--- config.mk ---
export PLATFORM = sky130hd
export DESIGN_NAME = axi_slv_arb2
export DESIGN_NICKNAME = d
export VERILOG_FILES = /design/src/rtl/axi_slv_arb2.sv
export SDC_FILE = /design/constraint.sdc
export NUM_CORES = 1
export LEC_CHECK = 0
export ABC_AREA = 0
export CAP_MARGIN = 20
export CORE_AREA = 2 2 238 240
export CTS_CLUSTER_DIAMETER = 40
export DETAILED_ROUTE_END_ITERATION = 10
export DIE_AREA = 0 0 240 242
export HOLD_SLACK_MARGIN = 0.1
export PLACE_DENSITY = 0.38
export SLEW_MARGIN = 30
export SYNTH_ARGS = -nofsm -noshare
export SYNTH_HDL_FRONTEND = slang
export SYNTH_SLANG_ARGS = --single-unit
export TNS_END_PERCENT = 30
--- constraint.sdc ---
create_clock -name aclk -period 6.1 [get_ports aclk]
set_input_delay 1.22 -clock aclk [delete_from_list [all_inputs] [get_ports aclk]]
set_output_delay 1.22 -clock aclk [all_outputs]
set_load 0.01 [all_outputs]
--- src/rtl/axi_slv_arb2.sv ---
// axi_slv_arb2: two-master to one-slave AXI4 arbiter for a single-beat memory.
// Read and write paths arbitrate independently. Each path has its own
// round-robin priority and allows one outstanding transaction. The granted
// master index becomes the MSB of the slave-side ID. Responses are routed back
// using the registered grant.
module axi_slv_arb2 #(
  parameter int TAGW = 1
) (
  input  logic                aclk,
  input  logic                rst,

  // master-side read address / data
  input  logic [1:0]          m_arvalid,
  output logic [1:0]          m_arready,
  input  logic [63:0]         m_araddr,
  input  logic [2*TAGW-1:0]   m_arid,
  output logic [1:0]          m_rvalid,
  input  logic [1:0]          m_rready,
  output logic [63:0]         m_rdata,
  output logic [1:0]          m_rresp,
  output logic [TAGW-1:0]     m_rid,
  output logic                m_rlast,

  // master-side write address / data / response
  input  logic [1:0]          m_awvalid,
  output logic [1:0]          m_awready,
  input  logic [1:0]          m_wvalid,
  output logic [1:0]          m_wready,
  input  logic [63:0]         m_awaddr,
  input  logic [2*TAGW-1:0]   m_awid,
  input  logic [127:0]        m_wdata,
  input  logic [15:0]         m_wstrb,
  output logic [1:0]          m_bvalid,
  input  logic [1:0]          m_bready,
  output logic [1:0]          m_bresp,
  output logic [TAGW-1:0]     m_bid,

  // slave-side read address / data
  output logic                s_arvalid,
  input  logic                s_arready,
  output logic [31:0]         s_araddr,
  output logic [TAGW:0]       s_arid,
  output logic [7:0]          s_arlen,
  output logic [1:0]          s_arburst,
  output logic [2:0]          s_arsize,
  input  logic                s_rvalid,
  output logic                s_rready,
  input  logic [63:0]         s_rdata,
  input  logic [1:0]          s_rresp,
  input  logic [TAGW:0]       s_rid,
  input  logic                s_rlast,

  // slave-side write address / data / response
  output logic                s_awvalid,
  input  logic                s_awready,
  output logic [31:0]         s_awaddr,
  output logic [TAGW:0]       s_awid,
  output logic [7:0]          s_awlen,
  output logic [1:0]          s_awburst,
  output logic [2:0]          s_awsize,
  output logic                s_wvalid,
  input  logic                s_wready,
  output logic [63:0]         s_wdata,
  output logic [7:0]          s_wstrb,
  output logic                s_wlast,
  input  logic                s_bvalid,
  output logic                s_bready,
  input  logic [1:0]          s_bresp,
  input  logic [TAGW:0]       s_bid
);

  typedef enum logic [1:0] {R_IDLE, R_ADDR, R_DATA} r_state_t;
  typedef enum logic [1:0] {W_IDLE, W_ADDR, W_RESP} w_state_t;

  localparam logic [1:0] RESP_SLVERR = 2'b10;

  // Pick a winner. A lone requester wins outright. On a tie, pri decides.
  function automatic logic arb_pick(input logic [1:0] req, input logic pri);
    if (req == 2'b11) return pri;
    return req[1];
  endfunction

  function automatic logic [31:0] sel32(input logic [63:0] v, input logic i);
    return i ? v[63:32] : v[31:0];
  endfunction

  function automatic logic [63:0] sel64(input logic [127:0] v, input logic i);
    return i ? v[127:64] : v[63:0];
  endfunction

  function automatic logic [7:0] sel8(input logic [15:0] v, input logic i);
    return i ? v[15:8] : v[7:0];
  endfunction

  function automatic logic [TAGW-1:0] sel_id(input logic [2*TAGW-1:0] v, input logic i);
    return i ? v[2*TAGW-1:TAGW] : v[TAGW-1:0];
  endfunction

  // Fixed single-beat, incrementing, 8-byte bursts.
  assign s_arlen   = 8'd0;
  assign s_arburst = 2'b01;
  assign s_arsize  = 3'b011;
  assign s_awlen   = 8'd0;
  assign s_awburst = 2'b01;
  assign s_awsize  = 3'b011;

  // ---------------------------------------------------------------------------
  // Read path
  // ---------------------------------------------------------------------------
  r_state_t r_state;
  logic     rg;
  logic     rpri;
  logic     r_win;
  logic     r_in_addr;
  logic     r_in_data;
  logic [1:0] r_oh;

  assign r_win     = arb_pick(m_arvalid, rpri);
  assign r_in_addr = (r_state == R_ADDR);
  assign r_in_data = (r_state == R_DATA);
  assign r_oh      = {rg, ~rg};

  // Read FSM: grant in IDLE, issue the address, then wait for the last data beat.
  always_ff @(posedge aclk or posedge rst) begin
    if (rst) begin
      r_state  <= R_IDLE;
      rg       <= 1'b0;
      rpri     <= 1'b0;
      s_araddr <= '0;
      s_arid   <= '0;
    end else begin
      // NOTE: Sequential state uses non-blocking assignments. This lets every
      // register in the block sample the pre-edge values of the others.
      case (r_state)
        R_IDLE: begin
          if (|m_arvalid) begin
            // NOTE: The payload is captured at grant time. This is safe
            // because AXI masters hold it stable until ready.
            rg       <= r_win;
            s_araddr <= sel32(m_araddr, r_win);
            s_arid   <= {r_win, sel_id(m_arid, r_win)};
            r_state  <= R_ADDR;
          end
        end
        R_ADDR: begin
          if (s_arready) begin
            s_araddr <= '0;
            s_arid   <= '0;
            r_state  <= R_DATA;
          end
        end
        R_DATA: begin
          if (s_rvalid && s_rready && s_rlast) begin
            rpri    <= ~rg;
            r_state <= R_IDLE;
          end
        end
        default: r_state <= R_IDLE;
      endcase
    end
  end

  assign s_arvalid = r_in_addr;
  assign m_arready = {2{r_in_addr & s_arready}} & r_oh;
  assign s_rready  = r_in_data & m_rready[rg];
  assign m_rvalid  = {2{r_in_data & s_rvalid}} & r_oh;
  assign m_rdata   = r_in_data ? s_rdata : '0;
  assign m_rid     = r_in_data ? s_rid[TAGW-1:0] : '0;
  assign m_rlast   = r_in_data & s_rlast;
  assign m_rresp   = !r_in_data            ? 2'b00 :
                     (s_rid[TAGW] != rg)   ? RESP_SLVERR : s_rresp;

  // ---------------------------------------------------------------------------
  // Write path
  // ---------------------------------------------------------------------------
  w_state_t w_state;
  logic     wg;
  logic     wpri;
  logic     aw_done;
  logic     w_done;
  logic [1:0] w_req;
  logic     w_win;
  logic     w_in_addr;
  logic     w_in_resp;
  logic     aw_hs;
  logic     w_hs;
  logic [1:0] w_oh;

  assign w_req     = m_awvalid & m_wvalid;
  assign w_win     = arb_pick(w_req, wpri);
  assign w_in_addr = (w_state == W_ADDR);
  assign w_in_resp = (w_state == W_RESP);
  assign w_oh      = {wg, ~wg};

  assign s_awvalid = w_in_addr & ~aw_done;
  assign s_wvalid  = w_in_addr & ~w_done;
  assign s_wlast   = s_wvalid;
  assign aw_hs     = s_awvalid & s_awready;
  assign w_hs      = s_wvalid & s_wready;

  // Write FSM: grant in IDLE, then collect the AW and W handshakes in any order,
  // then wait for the write response.
  always_ff @(posedge aclk or posedge rst) begin
    if (rst) begin
      w_state  <= W_IDLE;
      wg       <= 1'b0;
      wpri     <= 1'b0;
      aw_done  <= 1'b0;
      w_done   <= 1'b0;
      s_awaddr <= '0;
      s_awid   <= '0;
      s_wdata  <= '0;
      s_wstrb  <= '0;
    end else begin
      case (w_state)
        W_IDLE: begin
          if (|w_req) begin
            wg       <= w_win;
            s_awaddr <= sel32(m_awaddr, w_win);
            s_awid   <= {w_win, sel_id(m_awid, w_win)};
            s_wdata  <= sel64(m_wdata, w_win);
            s_wstrb  <= sel8(m_wstrb, w_win);
            aw_done  <= 1'b0;
            w_done   <= 1'b0;
            w_state  <= W_ADDR;
          end
        end
        W_ADDR: begin
          if ((aw_done | aw_hs) && (w_done | w_hs)) begin
            aw_done  <= 1'b0;
            w_done   <= 1'b0;
            s_awaddr <= '0;
            s_awid   <= '0;
            s_wdata  <= '0;
            s_wstrb  <= '0;
            w_state  <= W_RESP;
          end else begin
            aw_done <= aw_done | aw_hs;
            w_done  <= w_done | w_hs;
          end
        end
        W_RESP: begin
          if (s_bvalid && s_bready) begin
            wpri    <= ~wg;
            w_state <= W_IDLE;
          end
        end
        default: w_state <= W_IDLE;
      endcase
    end
  end

  assign m_awready = {2{aw_hs}} & w_oh;
  assign m_wready  = {2{w_hs}} & w_oh;
  assign s_bready  = w_in_resp & m_bready[wg];
  assign m_bvalid  = {2{w_in_resp & s_bvalid}} & w_oh;
  assign m_bid     = w_in_resp ? s_bid[TAGW-1:0] : '0;
  assign m_bresp   = !w_in_resp            ? 2'b00 :
                     (s_bid[TAGW] != wg)   ? RESP_SLVERR : s_bresp;

endmodule

==> results of run 1 <==
report_power, final:
group | internal (W) | total, W | leakage (nW) | switching [W]
Combinational | 0.00168 | 0.00305 | 4.12 | 0.00137
Sequential | 0.00149 | 0.00179 | 1.89 | 0.000302
Clock | 0.000725 | 0.00122 | 0.313 | 0.000493
Total | 0.00389 | 0.00606 | 6.33 | 0.00217
placed cells by master, fill, tap and decap left out, types with 3 or more instances in the layout:
cell type / Yosys / layout
and2_1: 67 / 67
clkdlybuf4s50_1: 0 / 592
inv_1: 6 / 5
clkbuf_16: 0 / 17
clkbuf_8: 0 / 3
dfrtp_1: 150 / 150
clkinvlp_4: 0 / 3
nand2b_1: 3 / 3
o2bb2ai_1: 140 / 140
nor2b_1: 4 / 4
nor2_1: 13 / 13
nand2_1: 13 / 12
buf_4: 38 / 10
o21ai_0: 8 / 7
and3_1: 8 / 8
mux2i_1: 141 / 141
bufinv_16: 0 / 4
conb_1: 2 / 26
a21oi_1: 5 / 5
through the flow:
| step | total power, W | std cells | area [um2] |
|---|---|---|---|
| 6_report | 0.00606 | 1990 | 15000 |
| 4_1_cts | 0.00620 | 1990 | 15000 |
| 3_3_place_gp | 0.00495 | 1958 | 14300 |
| 5_1_grt | 0.00646 | 1990 | 15000 |
| 2_1_floorplan | 0.00307 | 682 | 7820 |
| 3_5_place_dp | 0.00491 | 1958 | 14300 |
per-layer routing:
metal / GRT usage, % / vias to the layer above
met2: 21.2 / 346
li1: - / 3498
met4: 3.74 / 0
met1: 12.7 / 3462
met3: 5.15 / 17
met5: 0 / -
state kept, by name (all words and copies together), names as in the netlist, 2 cells and up:
name / flops
r_state: 2
s_araddr: 32
s_arid: 2
s_awaddr: 32
s_awid: 2
s_wdata: 64
s_wstrb: 8
w_state: 2
final timing paths:
kind | from | to | slack [ns] | cells after the start
setup / recovery | s_rid[1] | m_rresp[0] | 2.21 | 4
setup reg to reg | wpri | s_wdata[35] | 3.85 | 5
hold / removal | s_araddr[17] | s_araddr[17] | 0.49 | 1
max in group asynchronous | rst | s_wdata[1] | 3.90 | 3
min in group asynchronous | rst | s_wdata[39] | 1.17 | 2
hold reg to reg | s_araddr[17] | s_araddr[17] | 0.49 | 1
critical path, delay by kind of cell:
family	cells	cell delay (ns)
XOR/XNOR	1	0.28
buffers and inverters	2	0.97
AND/OR/NAND/NOR	1	0.21
cells by family after synthesis:
kind of cell           Yosys count  share of synthesized area, %
buffers and inverters           89                          6.94
other                            2                        0.0971
AO/OA/AOI/OAI                  160                          17.5
multiplexers                   141                          18.2
AND/OR/NAND/NOR                114                          8.46
flip-flops                     150                          48.5
XOR/XNOR                         2                         0.227
cell type report:
| cell class | count | area [um2] |
|---|---|---|
| Fill cell | 5918 | 40800 |
| Timing Repair Buffer | 603 | 6020 |
| Clock buffer | 20 | 467 |
| Tap cell | 756 | 946 |
| Sequential cell | 150 | 3750 |
| Clock inverter | 12 | 191 |
| Inverter | 6 | 27.5 |
| Multi-Input combinational cell | 443 | 3570 |
==> results.toml, run 1 <==
[yosys]
synth_largest_area_cell = "dfrtp_1"
ys_async_sr_fraction_pct = 100
yosysSeqAreaShare_pct = 48.5
syn_inst = 658
synth.area.top_cells = "dfrtp_1 49%, mux2i_1 18%, o2bb2ai_1 16%, and2_1 5.4%, buf_4 3.7%"
synth-edff-count = 0
ys_types = 32
yosys-top-cells-count = "150 x dfrtp_1, 141 x mux2i_1, 140 x o2bb2ai_1"
ys.flop_type = "dfrtp_1"
netlist_area_um2 = 7730
syn_area_per_cell_um2 = 11.8
ys_ff_latch = 150
ys_warn_count = 0
netlist.area_leader.share_pct = 48.5
synth_most_common_cell = "dfrtp_1"

[clock_network]
cts-resized-gates = 0
ctsHtreeMaxLevel = 4
postCtsSetupRepairBufs = 0
cts_buffers = 17
cts_tree = "done"
root_buffer = "clkbuf_16"
cts.sinks = 150
clkTransAtPathRegs_ns = 0.07
clk_latency_ns = 0.47
cts.hold.buffers_added = 0
clock_tree.buffer_depth = 2

[timing]
rsz0062_at_grt = "no"
fin_ws_ns = 2.21
holdWs_ns = 0.486
finalMaxSlewViolations = 0
period_share_pct = 63.8
setup_viol = 0
skew_ns = 0.00674
slew_headroom_pct = 43.2
worst_slew_pin_slew_ns = 0.852
max_freq_ghz = 0.257
hold_viol = 0
fin_setup_tns_ns = 0
period_minus_slack_ns = 3.89

[global_routing]
overflow = 0
grt.total_usage_pct = 12.0
grt_pass1_wl_um = 50900
antenna_found_initial = 0
grt_max_degree = 93
grt_pass1_vias = 7776

[worst_setup_path]
worstPathCellList = "clkdlybuf4s50_1 -> xnor2_1 -> and3_1 -> clkdlybuf4s50_1"
critPathRequiredTime_ns = 4.88
critical_path.startpoint_type = "input port"
max_stage_delay_ns = 0.54
worstSetupEndpointType = "output pin"
critPathMostFrequentCell = "clkdlybuf4s50_1"
crit_arrival_ns = 2.67
crit_fanout = 2
path_class = "in -> out"
slowest_stage = "clkdlybuf4s50_1"

[routing]
wl_per_cell_um = 17.8
drt_iter0_markers = 195
highest_layer = "met4"
met2WireLength_um = 18100
wl_met1_um = 13400
drtPass1Iterations = 4
route.met3.wl_um = 3510
drc_errors = 0
num_vias = 7323
postRouteAntennaNets = 0
wl_um = 35400
viasPerCell = 3.68

[placed_design]
gp_congestion = 0.778
pre_cts_ws_ns = 2.24
dp_hpwl_um = 27200
numPortBuffers = 592

[run_status]
status = "finished clean"

[floorplanning]
die_w_um = 240
die_h_um = 242
rows = 87
die_area_um2 = 58100
coreArea_um2 = 55700
ios = 619
initial_core_util_pct = 13.9

[cells_and_area]
drive_gt1_share_pct = 4.21
num_antenna_cells = 0
area_delta_synth_final_pct = 93.6
nNetsFinal = 1587
finish.utilization_pct = 26.9

[job]
maxCapViolations = 0

[worst_hold_path]
hp-class = "reg -> reg"

[power_and_ir_drop]
power.leakage_nw = 6.33
peakVddDrop_mv = 0.206
p_per_area_nw_per_um2 = 405
Note: power is estimated with default switching activity, not from simulation.
==> run 2: changes to the inputs <==
Clock period 6.1 ns to 3.87 ns, I/O delays scaled along.
==> run 2 against run 1 <==
  * Sequential power rose by 58%
  * Critical endpoint is now m_rdata[56]
  * Sequential share of layout area decreased by 0.12 points
  * Setup slack got worse by 1.4 ns
  * Critical path type is now reg -> out
  * Hold slack worse by 0.0012 ns
  * Non-clock buffer count is 3 higher
  * Final cell count up 0.20%
  * Via count fell by 1.5%
  * Critical path depth did not move
  * Clock power increased by 52%
  * Largest power group unchanged
  * Combinational power increased by 59%
  * Wire length shrank 2.2%
  * Final area up 0.50%
==> results.toml, run 2 (synthesis gave the netlist of run 1 again) <==
[run_status]
status = "finished clean"

[cells_and_area]
drive_gt1_share_pct = 4.37
area_delta_synth_final_pct = 94.6
stdcell_count = 1994
nNetsFinal = 1590
top_regs = "s_wdata: 64 flops, s_araddr: 32 flops, s_awaddr: 32 flops"
largest_reg_flops = 64
mostFrequentLayoutCells = "592 x clkdlybuf4s50_1, 150 x dfrtp_1, 141 x mux2i_1"
layout_commonest_cell = "clkdlybuf4s50_1"
largest_register = "s_wdata"

[worst_setup_path]
worstPathCellList = "and2b_1 -> buf_12 -> and2_1 -> clkdlybuf4s50_1"
critPathRequiredTime_ns = 3.10
worstSetupEndpointType = "output pin"
critPathBufInv = 2
crit_arrival_ns = 2.33
critical_path.startpoint_type = "flop"
crit_fanout = 58
critPathTopFamily = "buffers and inverters"
max_stage_delay_ns = 0.60
slowest_stage = "clkdlybuf4s50_1"
path_class = "reg -> out"

[job]
maxCapViolations = 0

[routing]
viasPerCell = 3.62
drt_iter0_markers = 177
num_vias = 7211
wl_per_cell_um = 17.4
wl_um = 34600
drtPass1Iterations = 4
postRouteAntennaNets = 0
drc_errors = 0

[timing]
worst_slew_pin_slew_ns = 0.731
period_minus_slack_ns = 3.11
period_share_pct = 80.3
hold_viol = 0
fin_setup_tns_ns = 0
max_freq_ghz = 0.322
finalMaxSlewViolations = 0
rsz0062_at_grt = "no"
setup_viol = 0
slew_headroom_pct = 51.2
skew_ns = 0.0110

[clock_network]
cts.hold.buffers_added = 0
cts-resized-gates = 0
postCtsSetupRepairBufs = 0
clk_latency_ns = 0.47
clock_tree.buffer_depth = 2
cts_tree = "done"
cts_buffers = 17
root_buffer = "clkbuf_16"
ctsHtreeMaxLevel = 4
clkTransAtPathRegs_ns = 0.06
cts.sinks = 150

[floorplanning]
initial_core_util_pct = 13.9
die_area_um2 = 58100
ios = 619
die_h_um = 242
die_w_um = 240
coreArea_um2 = 55700
rows = 87

[worst_hold_path]
hp-class = "reg -> reg"

[global_routing]
grt_max_degree = 63
antenna_found_initial = 1
grt_pass1_wl_um = 50000
grt_pass1_vias = 7662
overflow = 0
grt.total_usage_pct = 11.7

[placed_design]
gp_congestion = 0.798
numPortBuffers = 592
dp_cells = 1961
dp_hpwl_um = 27200

[power_and_ir_drop]
power.leakage_nw = 6.37
p_per_area_nw_per_um2 = 633
peakVddDrop_mv = 0.325
[run 2: cell count changes in the layout (fill, tap and decap cells not counted), moves of 2 or more]
cell        change
inv_6           +3
clkinv_2        +2
inv_8           -2
clkinvlp_4      -2
clkbuf_8        -2
buf_4           -3
buf_12          +6
[run 2: where the power goes]
part / switching, W / internal, W / leakage (nW)
sequential: 0.000467 / 0.00235 / 1.89
clock: 0.000750 / 0.00110 / 0.313
combinational: 0.00218 / 0.00268 / 4.16
[run 2: path summary, 6_finish.rpt]
check	start	to	slack, ns	cells after the start
min in group asynchronous	rst	s_wdata[42]	0.73	2
min reg2reg	s_wdata[33]	s_wdata[33]	0.48	1
max reg2reg	w_state[0]	s_wdata[39]	2.04	4
max in group asynchronous	rst	s_wdata[5]	2.28	4
max	r_state[0]	m_rdata[56]	0.76	4
min	s_wdata[33]	s_wdata[33]	0.48	1
[run 2: metal layers]
| layer | routed length [um] | up-vias | global-route usage, % |
|---|---|---|---|
| met5 | 0 | - | 0 |
| met4 | 569 | 0 | 4.09 |
| met3 | 3140 | 27 | 4.43 |
| met2 | 17800 | 340 | 21.0 |
| met1 | 13100 | 3353 | 12.6 |
| li1 | - | 3491 | - |
[run 2: through the flow]
step	setup slack, ns	instance area, um2	power [W]	util (%)	hold slack [ns]
5_1_grt	0.538	15000	0.0101	27.0	0.501
6_report	0.763	15000	0.00953	27.0	0.485
2_1_floorplan	1.21	7830	0.00484	-	0.487
4_1_cts	0.653	15000	0.00974	27.0	0.490
3_5_place_dp	0.864	14400	0.00778	25.9	0.473
3_3_place_gp	0.846	14400	0.00782	25.9	0.470
[run 2: final cells by class]
cell class / count / area (um2)
Antenna cell: 1 / 2.50
Tap cell: 756 / 946
Timing Repair Buffer: 606 / 6120
Inverter: 6 / 26.3
Clock inverter: 13 / 191
Fill cell: 6015 / 40700
Sequential cell: 150 / 3750
Multi-Input combinational cell: 443 / 3570
Clock buffer: 19 / 443
==> run 3: changes to the inputs <==
Settings changed: CORE_AREA 2 2 238 240 to 2 2 239 241, DIE_AREA 0 0 240 242 to 0 0 241 243, PLACE_DENSITY 0.38 to 0.39.
Clock period 3.87 ns to 2.7 ns, I/O delays scaled along.
==> run 3 against run 2 <==
  * Sequential share of layout area shrank 0.29 points
  * Wire length grew 4.8%
  * Via count grew 1.7%
  * Hold slack lost 0.0048 ns
  * Total power grew 43%
  * Clock skew grew 0.0031 ns
  * Final area grew 1.2%
  * Sequential power grew 45%
  * Register-to-register slack lost 1.0 ns
==> results.toml, run 3 (synthesis gave the netlist of run 1 again) <==
[run_status]
status = "finished clean"

[worst_setup_path]
max_stage_delay_ns = 0.55
crit_arrival_ns = 2.05
critPathRequiredTime_ns = 2.16
slowest_stage = "clkdlybuf4s50_1"
path_class = "reg -> out"
critical_path.startpoint_type = "flop"
critPathTopFamily = "buffers and inverters"
worstSetupEndpointType = "output pin"
crit_fanout = 20
critPathBufInv = 2
worstPathCellList = "and2b_2 -> buf_6 -> and3_1 -> clkdlybuf4s50_1"

[timing]
max_freq_ghz = 0.387
fin_ws_ns = 0.113
slew_headroom_pct = 61.0
period_share_pct = 95.8
finalMaxSlewViolations = 0
hold_viol = 0
setup_viol = 0
holdWs_ns = 0.480
skew_ns = 0.0141
rsz0062_at_grt = "yes"
worst_slew_pin_slew_ns = 0.584
period_minus_slack_ns = 2.59

[routing]
wl_per_cell_um = 18.1
wl_um = 36300
drc_errors = 0
drtPass1Iterations = 4
num_vias = 7331
postRouteAntennaNets = 0
viasPerCell = 3.65
drt_iter0_markers = 192

[power_and_ir_drop]
p_per_area_nw_per_um2 = 893
power.leakage_nw = 6.88
peakVddDrop_mv = 0.487

[cells_and_area]
drive_gt1_share_pct = 5.60
area_delta_synth_final_pct = 96.9
finalInstanceArea_um2 = 15200
layout_commonest_cell = "clkdlybuf4s50_1"
finish.utilization_pct = 27.2
nFillCells = 6028
largest_register = "s_wdata"
mostFrequentLayoutCells = "562 x clkdlybuf4s50_1, 150 x dfrtp_1, 141 x mux2i_1"
top_regs = "s_wdata: 64 flops, s_araddr: 32 flops, s_awaddr: 32 flops"
nNetsFinal = 1603
largest_reg_flops = 64
stdcell_count = 2007

[clock_network]
clock_tree.buffer_depth = 2
postCtsSetupRepairBufs = 0
ctsHtreeMaxLevel = 4
root_buffer = "clkbuf_16"
clk_latency_ns = 0.47
clkTransAtPathRegs_ns = 0.07
cts_buffers = 17
cts_tree = "done"
cts.sinks = 150

[floorplanning]
ios = 619
coreArea_um2 = 56000
die_h_um = 243
die_area_um2 = 58600
initial_core_util_pct = 13.8
rows = 87
die_w_um = 241

[global_routing]
grt_max_degree = 65
grt.total_usage_pct = 12.1
grt_pass1_vias = 7702
overflow = 0
antenna_found_initial = 2
grt_pass1_wl_um = 51800

[placed_design]
gp_congestion = 0.845
dpl_cell_area_um2 = 14500
dp_hpwl_um = 28400
pre_cts_ws_ns = 0.208
dp_cells = 1974
numPortBuffers = 592

[worst_hold_path]
hp-class = "in -> async"

[job]
maxCapViolations = 0
-- run 3: final cells by class --
class                   instances  area, um2  area share (%)
inverters                       6       26.3           0.173
multi-input cells             443       3580            23.5
repair buffers                619       6330            41.6
diodes                          1       2.50          0.0164
flip-flops and latches        150       3750            24.7
clock buffers                  20        447            2.93
clock inverters                12        141           0.929
well taps                     756        946            6.21
-- run 3: stage by stage --
stage | setup TNS, ns | total power [W]
finish | 0 | 0.0136
global route | -0.0181 | 0.0145
CTS | 0 | 0.0139
detailed placement | 0 | 0.0112
global placement | 0 | 0.0113
floorplan | 0 | 0.00694
-- run 3: routing by layer --
layer	track usage, %	share of wire [%]	wire, um	vias to the layer above
li1	-	-	-	3513
met1	13.2	39	14000	3444
met2	21.3	51	18300	342
met3	4.72	9.1	3300	30
met4	4.21	1.8	647	2
met5	0	0.022	8	-
-- run 3: power by group --
group | total [W] | switching, W | internal (W)
sequential | 0.00408 | 0.000705 | 0.00337
combinational | 0.00700 | 0.00310 | 0.00390
clock | 0.00252 | 0.00112 | 0.00140
total | 0.0136 | 0.00493 | 0.00867
-- run 3: timing repair --
action	in CTS	in global routing
gates resized for setup	12	27
hold buffers	0	0
endpoints found under the setup margin	52	28
-- run 3: worst paths after layout --
path	startpoint	end	slack, ns	cells after the start
worst max-delay path	r_state[0]	m_rvalid[1]	0.11	4
worst min-delay path	rst	s_araddr[14]	0.48	2
worst max register to register	wpri	s_wdata[37]	1.01	5
worst min register to register	s_wdata[24]	s_wdata[24]	0.49	1
max in group asynchronous	rst	s_wdata[20]	1.55	3
min in group aclk	s_wdata[24]	s_wdata[24]	0.49	1
==> patch, RTL diff (flow settings as in run 2) <==
Encoding of `w_state_t`: now one-hot (3 bits for 3 states).
--- a/src/rtl/axi_slv_arb2.sv
+++ b/src/rtl/axi_slv_arb2.sv
@@ -70,7 +70,7 @@
 );
 
   typedef enum logic [1:0] {R_IDLE, R_ADDR, R_DATA} r_state_t;
-  typedef enum logic [1:0] {W_IDLE, W_ADDR, W_RESP} w_state_t;
+  typedef enum logic [2:0] {W_IDLE = 3'b001, W_ADDR = 3'b010, W_RESP = 3'b100} w_state_t;
 
   localparam logic [1:0] RESP_SLVERR = 2'b10;
 
Function: no difference found for any inputs over 4 cycles, from zero or initial values and one cycle with rst high; so few cycles prove little.
==> patch against run 2 <==
Sequential cell count increased by 1. Fmax fell by 4.2%. Via count increased by 6.3%. Worst setup slack got worse by 140 ps. Final area rose by 2.3%. Routed wire length up 25%. Power fell by 2.9%. Synthesized area increased by 3.2%. Largest cell class unchanged. Largest power group unchanged.
==> patch: results (changes against run 2) <==
* Starting DRT DRC Count at 217 (was 177)
* Sequential area share after synthesis at 0.473 (was 0.485)
* Total GRT Usage at 0.147 (was 0.117)
* Post-route worst setup slack at 626 ps (was 763 ps)
* Leakage at 6.47 nW (was 6.37 nW)
* Inst Count DP at 1968 (was 1961)
* Compound-gate portion of the synthesized area at 0.201 (was 0.175)
* Reg2reg setup slack at 1780 ps (was 2040 ps)
* Total Wirelength at 43.1 mm (was 34.6 mm)
* Worst Max-Slew Pin Slew at 661 ps (was 731 ps)
* Dpl ws at 931 ps (was 864 ps)
* FF-to-FF End: s_wdata[54] (was s_wdata[39])
* Status: completed (unchanged)
* Vias at 7662 (was 7211)
* Share of cells above drive strength 1 at 0.0812 (was 0.0437)
* Via density at 3.80 (was 3.62)
* Multiplexer share of the synthesized area at 0.177 (was 0.182)
* Final Wtd Congestion at 0.799 (was 0.798)
* Vias in the first global route at 8191 (was 7662)
* Crit path from: w_state[0] (was r_state[0])
* Initial antenna violation count at 20 (was 1)
* Worst path arrival time at 2470 ps (was 2330 ps)
* Synth Area in XOR/XNOR at 0.00219 (was 0.00227)
* Clock skew at 11.5 ps (was 11.0 ps)
* Net count, final at 1598 (was 1590)
* Top post-synthesis cells by area: dfrtp_1 (47%), mux2i_1 (18%), o2bb2ai_1 (11%) (was dfrtp_1 (49%), mux2i_1 (18%), o2bb2ai_1 (16%))
-- patch: cell count changes after synthesis, moves of 4 or more --
cell	before	now
buf_2	18	24
buf_4	38	27
clkbuf_1	18	26
nand2_1	13	9
o2bb2ai_1	140	100
o2bb2ai_2	0	40
-- patch: metal layers --
| layer | global-route usage | wire, µm | vias up | part of all wire |
|---|---|---|---|---|
| met5 | 0 | 38 | - | 0.00088 |
| met2 | 0.251 | 22600 | 390 | 0.52 |
| met4 | 0.110 | 2150 | 6 | 0.050 |
| li1 | - | - | 3550 | - |
| met3 | 0.0712 | 4480 | 52 | 0.10 |
| met1 | 0.133 | 13900 | 3664 | 0.32 |
-- patch: power groups by stage --
| stage | Clock [mW] | Sequential [mW] | Combinational (mW) |
|---|---|---|---|
| after CTS | 1.79 | 2.84 | 4.87 |
| after global placement | 0 | 2.84 | 4.88 |
| after floorplan | 0 | 3.06 | 1.77 |
| after detailed placement | 0 | 2.83 | 4.87 |
| after global routing | 1.83 | 2.93 | 5.10 |
| final | 1.68 | 2.82 | 4.75 |
-- patch: cell type report --
cell class                 count  area, µm²  area share
clock buffer                  20        457      0.0297
antenna                       16       40.0     0.00260
multi-input combinational    441       3820       0.248
timing repair buffer         614       6220       0.404
clock inverter                11        111     0.00723
sequential                   151       3780       0.246
tap                          756        946      0.0614
inverter                       7       30.0     0.00195
-- patch: logic make-up after synthesis --
group / after synthesis
AO/OA/AOI/OAI: 160
XOR/XNOR: 2
buffers and inverters: 92
flip-flops: 151
multiplexers: 141
other: 2
AND/OR/NAND/NOR: 112
-- patch: worst max-delay path, stage by stage (launching register included) --
cell	delay, ps
dfstp_2	420
or3b_1	500
nor2_1	290
and3_1	230
clkdlybuf4s50_1	550
-- patch: worst min-delay path by stage --
stage / startpoint / end / slack (ps)
2_1_floorplan: wpri / wpri / 470
3_3_place_gp: s_awaddr[30] / s_awaddr[30] / 470
3_5_place_dp: s_araddr[14] / s_araddr[14] / 470
4_1_cts: s_arid[1] / s_arid[1] / 490
5_1_grt: s_araddr[16] / s_araddr[16] / 490
6_report: s_arid[1] / s_arid[1] / 480
